## src/rtl/key_decoder.sv

```systemverilog
// rtl/key_decoder.sv - word-code to character-stream decoder with writable dictionary
// Codes index a fixed-length dictionary; the selected word is emitted one byte per handshake.
module key_decoder #(
  parameter int WORD_LEN = 10,
  parameter int ADDR_W   = 4
) (
  input  logic                  clk,
  input  logic                  rst,
  input  logic                  wr_en,
  input  logic [ADDR_W-1:0]     wr_addr,
  input  logic [8*WORD_LEN-1:0] wr_data,
  input  logic [7:0]            code_in,
  input  logic                  code_valid,
  output logic                  code_ready,
  output logic [7:0]            char_out,
  output logic                  char_valid,
  input  logic                  char_ready,
  output logic                  word_end,
  output logic                  busy
);

  localparam int W         = 8 * WORD_LEN;
  localparam int NUM_WORDS = 2 ** ADDR_W;
  localparam int CW        = (WORD_LEN > 1) ? $clog2(WORD_LEN) : 1;

  localparam logic [1:0] IDLE = 2'd0;
  localparam logic [1:0] LOAD = 2'd1;
  localparam logic [1:0] EMIT = 2'd2;

  logic [W-1:0]  dict [NUM_WORDS];
  logic [1:0]    state;
  logic          load_ph;
  logic [7:0]    code_q;
  logic [W-1:0]  shreg;
  logic [CW-1:0] cnt;
  logic          in_range;
  logic [W-1:0]  entry;
  logic [W-1:0]  load_word;
  logic          last;

  always_ff @(posedge clk or posedge rst) begin
    if (rst) begin
      for (int i = 0; i < NUM_WORDS; i++) dict[i] <= '0;
    end else if (wr_en) begin
      dict[wr_addr] <= wr_data;
    end
  end

  assign in_range = ((code_q >> ADDR_W) == 8'd0);
  assign entry    = dict[code_q[ADDR_W-1:0]];

  // Out-of-range codes become '?', empty entries a single space.
  always_comb begin
    load_word = entry;
    if (!in_range)
      load_word = {8'h3F, {(W-8){1'b0}}};
    else if (entry[W-1 -: 8] == 8'h00)
      load_word = {8'h20, {(W-8){1'b0}}};
  end

  assign last       = (cnt == CW'(WORD_LEN - 1)) || (shreg[W-9 -: 8] == 8'h00);
  assign char_valid = (state == EMIT);
  assign char_out   = char_valid ? shreg[W-1 -: 8] : 8'h00;
  assign word_end   = char_valid && last;
  assign code_ready = (state == IDLE);
  assign busy       = (state != IDLE);

  // LOAD lasts two cycles: snapshot the entry, then hand over to EMIT.
  always_ff @(posedge clk or posedge rst) begin
    if (rst) begin
      state   <= IDLE;
      load_ph <= 1'b0;
      code_q  <= 8'h00;
      shreg   <= '0;
      cnt     <= '0;
    end else begin
      case (state)
        IDLE: begin
          if (code_valid) begin
            code_q  <= code_in;
            load_ph <= 1'b0;
            state   <= LOAD;
          end
        end
        LOAD: begin
          if (!load_ph) begin
            shreg   <= load_word;
            cnt     <= '0;
            load_ph <= 1'b1;
          end else begin
            load_ph <= 1'b0;
            state   <= EMIT;
          end
        end
        EMIT: begin
          if (char_ready) begin
            if (last) begin
              state <= IDLE;
            end else begin
              shreg <= shreg << 8;
              cnt   <= cnt + 1'b1;
            end
          end
        end
        default: state <= IDLE;
      endcase
    end
  end

endmodule

```

## config.mk

```make
export PLATFORM = sky130hd
export DESIGN_NAME = key_decoder
export DESIGN_NICKNAME = d
export VERILOG_FILES = /design/src/rtl/key_decoder.sv
export SDC_FILE = /design/constraint.sdc
export NUM_CORES = 2
export LEC_CHECK = 0
export ABC_CLOCK_PERIOD_IN_PS = 140800
export CAP_MARGIN = 20
export CORE_MARGIN = 2
export CORE_UTILIZATION = 34
export DETAILED_ROUTE_END_ITERATION = 6
export GPL_TIMING_DRIVEN = 0
export HOLD_SLACK_MARGIN = 0.06
export PLACE_DENSITY = 0.53
export SLEW_MARGIN = 20
export SYNTH_ARGS = -nofsm -noshare
export SYNTH_HDL_FRONTEND = slang
export SYNTH_SLANG_ARGS = --single-unit
```

## constraint.sdc

```tcl
create_clock -name clk -period 140.8 [get_ports clk]
set_clock_uncertainty 0.05 [all_clocks]
set_input_delay 28.16 -clock clk [delete_from_list [all_inputs] [get_ports clk]]
set_output_delay 28.16 -clock clk [all_outputs]
set_load 0.02 [all_outputs]
```

==> qor.yml <==
power_and_ir_drop:
  seq_power_share_pct: 38.1
  power.share.switching_pct: 31.7
  finalPower_uw: 1410
  share_clk_of_total_power_pct: 28.6
  leakagePower_uw: 0.0298
  power.ir.vdd_worst_mv: 0.0130
  power_per_cell_area_mw_per_mm2: 19.9
  power_switching_uw: 447
  power.internal_uw: 963
  combinational_share_of_power_pct: 33.2
drt:
  drt_first_pass_iters: 5
  routed_wl_mm: 173
  drt_drc_violations_left: 0
  detailroute.via_count: 34600
  vias_per_cell: 5.33
  wl_per_cell_um: 26.6
  route.antenna.remaining_nets: 0
  initialDrtViolationCount: 2342
placed_design:
  detailed_place_hpwl_mm: 116
  finalWeightedCongestion: 0.787
  count_of_input_and_output_buffers: 108
  place_inst: 6199
yosys:
  synth_sequential_area_ratio_pct: 56.2
  synth_common_cells: "1375 x sky130_fd_sc_hd__dfrtp_1, 1288 x sky130_fd_sc_hd__mux2_2, 383 x sky130_fd_sc_hd__mux4_2"
  syn-num-nets: 3808
  synth_async_sr_flop_share_pct: 100
  syn_area_mm2: 0.0612
  synth.largest_area_cell: "sky130_fd_sc_hd__dfrtp_1"
  yosysTopAreaCellShare_pct: 56.2
  synth_edf_count: 0
  synthesis.yosys.warnings: 0
  netlist-cell-type-count: 40
  ys_dominant_reg_cell: "sky130_fd_sc_hd__dfrtp_1"
  netlist_instances: 3709
  synthMostInstantiatedCell: "sky130_fd_sc_hd__dfrtp_1"
  mean_syn_cell_area_um2: 16.5
  ys_seq_elements: 1375
  synth_top_area_cells: "sky130_fd_sc_hd__dfrtp_1 56%, sky130_fd_sc_hd__mux2_2 24%, sky130_fd_sc_hd__mux4_2 14%, sky130_fd_sc_hd__clkbuf_1 1.6%, sky130_fd_sc_hd__a221o_1 0.90%"
final_layout:
  layout-drive-gt1-share_pct: 49.2
  final_net_count: 4100
  nFillCells: 16400
  fin_cells: 6481
  area.growth.synth_to_final_pct: 15.9
cts:
  clock_tree_from_tritoncts: "done"
  cts_root_buf: "sky130_fd_sc_hd__clkbuf_16"
  cts_inserted_buffers: 155
  cts.sink_count: 1375
  clkLatencyLatePin_ns: 0.79
  total_setup_buffers_inserted_after_cts: 0
  htree_num_levels: 4
  max-clock-path-buffers: 3
  worst_setup_hold_path_clk_slew_ns: 0.06
  ctsResizeCount: 0
  cts_hold_repair.buffers: 0
floorplanning:
  rows: 155
  design.die.area_mm2: 0.183
  ioPinCount: 109
  core_area_mm2: 0.179
  die_h_um: 428
  die-width_um: 428
  floorplan.initialDensity_pct: 34.3
outcome:
  outcome: "complete, no violations"
timing:
  min_period_ns: 31.98
  fmax_mhz: 31.3
  timing.final.setup_violations: 0
  totalNegativeSetupSlack_ns: 0
  tightest_slew_ns: 1.22
  slew_limit_fails: 0
  hold_viol: 0
  rsz0062_at_grt: "no"
  final_clock_period_utilization_by_the_worst_path_pct: 22.7
  slew_headroom_pct: 18.4
setup_path:
  cp_common_cell: "sky130_fd_sc_hd__clkbuf_1"
  rr_worst_depth: 7
  worstReg2RegEnd: "shreg[13]"
  worst_path_largest_cell_delay_ns: 0.66
  setup.reg_to_reg.worst_slack_ns: 136.69
  crit_buf_inv: 4
  arrival_ns: 3.77
  worstPathCellList: "nand2b_1 > inv_1 > clkbuf_1 > clkbuf_1 > and2_1 > clkdlybuf4s50_1"
  critical_path.reg2reg.startpoint: "code_q[1]"
  timing.setup.critical_path_class: "flop to output port"
  critical_path.top_delay_family: "buffers and inverters"
  critical_path.slowest_cell: "sky130_fd_sc_hd__clkdlybuf4s50_1"
  critPathCaptureType: "output port"
  timing.critical_path.required_ns: 112.59
  critPathMaxFanout: 10
  start_kind: "flop"
hold_path:
  holdCritStartpoint: "shreg[73]"
  hold_end: "shreg[73]"
  hp-class: "flop to flop"
  hold-path-cell-count: 2
global_routing:
  grt_pass1_wl_mm: 257
  grt_start_max_net_pins: 100
  grt_usage_pct: 18.9
  grt_pass1_vias: 36400
  grt_overflow: 0
  antenna_found_initial: 17
flow_run:
  maxcap_violations: 0
==> per-layer routing <==
| metal | up-vias | part of all wire, % | track usage (%) |
|---|---|---|---|
| met5 | - | 0.020 | 0 |
| met4 | 6 | 3.1 | 6.82 |
| met3 | 252 | 4.4 | 3.55 |
| met2 | 697 | 47 | 29.8 |
| met1 | 19000 | 45 | 26.1 |
| li1 | 14600 | - | - |
==> cell families after synthesis <==
family / synth area share, %
flip-flops: 56.2
AND/OR/NAND/NOR: 1.44
AO/OA/AOI/OAI: 1.84
XOR/XNOR: 0.0286
adder cells (fa/ha/maj): 0.0409
buffers and inverters: 2.44
multiplexers: 38.0
==> final cells by class <==
cell class / count / area (um2) / area share, %
well taps: 2355 / 2950 / 4.15
multi-input cells: 1987 / 25300 / 35.7
flip-flops and latches: 1375 / 34400 / 48.5
inverters: 6 / 30.0 / 0.0423
clock inverters: 43 / 522 / 0.736
plain buffers: 341 / 1490 / 2.11
diodes: 10 / 25.0 / 0.0353
repair buffers: 135 / 1680 / 2.36
clock buffers: 229 / 4510 / 6.36
==> worst reg2reg max path, cell delays in order, from the launching register on <==
cell and delay [ns]:
sky130_fd_sc_hd__dfrtp_1 0.50, sky130_fd_sc_hd__buf_4 0.30, sky130_fd_sc_hd__buf_4 0.32, sky130_fd_sc_hd__buf_2 0.62, sky130_fd_sc_hd__buf_1 0.83, sky130_fd_sc_hd__mux4_2 0.46
sky130_fd_sc_hd__mux4_2 0.55, sky130_fd_sc_hd__a221o_1 0.35
==> state kept, by name (all words and copies together), names as in the netlist <==
signal and cells:
cnt 4, code_q 8, state 2, dict 1280, shreg 80, load_ph 1
==> layout by cell type, fill, tap and decap left out, types with 5 or more instances in the layout <==
cell type	netlist	layout
sky130_fd_sc_hd__inv_1	6	5
sky130_fd_sc_hd__nor2_2	0	9
sky130_fd_sc_hd__and3_1	55	55
sky130_fd_sc_hd__diode_2	0	10
sky130_fd_sc_hd__a21oi_1	24	24
sky130_fd_sc_hd__and2_1	11	11
sky130_fd_sc_hd__a22o_1	8	8
sky130_fd_sc_hd__buf_8	0	8
sky130_fd_sc_hd__buf_1	19	14
sky130_fd_sc_hd__buf_4	9	9
sky130_fd_sc_hd__mux2i_1	12	12
sky130_fd_sc_hd__buf_6	15	18
sky130_fd_sc_hd__o22ai_1	6	6
sky130_fd_sc_hd__nand2_1	20	20
sky130_fd_sc_hd__a221o_1	55	55
sky130_fd_sc_hd__a21o_1	10	10
sky130_fd_sc_hd__mux2_2	1288	1288
sky130_fd_sc_hd__clkinv_2	0	20
sky130_fd_sc_hd__clkbuf_16	0	156
sky130_fd_sc_hd__clkdlybuf4s50_1	0	108
sky130_fd_sc_hd__mux4_2	383	383
sky130_fd_sc_hd__clkbuf_2	0	13
sky130_fd_sc_hd__clkinv_8	0	7
sky130_fd_sc_hd__buf_2	37	41
sky130_fd_sc_hd__nor2b_1	12	12
sky130_fd_sc_hd__bufinv_16	0	7
sky130_fd_sc_hd__nand2b_1	7	7
sky130_fd_sc_hd__clkbuf_8	0	33
sky130_fd_sc_hd__o21ai_0	9	9
sky130_fd_sc_hd__dfrtp_1	1375	1375
sky130_fd_sc_hd__buf_16	0	16
sky130_fd_sc_hd__clkbuf_1	261	289
sky130_fd_sc_hd__a211oi_1	9	9
sky130_fd_sc_hd__nor2_1	40	31
sky130_fd_sc_hd__a22oi_1	14	14
==> power by group through the flow <==
stage               Sequential, uW  Clock [uW]  Combinational [uW]
CTS                            537         414                 477
detailed placement             544           0                 476
global placement               547           0                 470
floorplan                      531           0                 328
global route                   550         431                 499
finish                         538         404                 469
==> per-stage QoR <==
| stage | worst slack (ns) | instance area [um2] | hold WS [ns] | util [%] |
|---|---|---|---|---|
| floorplan | 73.82 | 61200 | 0.392 | - |
| finish | 108.82 | 70900 | 0.434 | 39.7 |
| global route | 108.74 | 70900 | 0.456 | 39.7 |
| CTS | 108.80 | 70900 | 0.438 | 39.7 |
| global placement | 56.74 | 65200 | 0.423 | 36.5 |
| detailed placement | 109.18 | 65900 | 0.424 | 36.9 |
==> worst max path at each step <==
| stage | startpoint | end | slack [ns] | depth (start not counted) |
|---|---|---|---|---|
| floorplan | rst | cnt[0] | 73.82 | 1 |
| global placement | rst | dict[116] | 56.74 | 2 |
| finish | state[0] | char_out[2] | 108.82 | 6 |
| CTS | state[0] | char_out[2] | 108.80 | 6 |
| global route | state[0] | char_out[2] | 108.74 | 6 |
| detailed placement | rst | dict[121] | 109.18 | 8 |
Power figures use the tool's default switching activity.
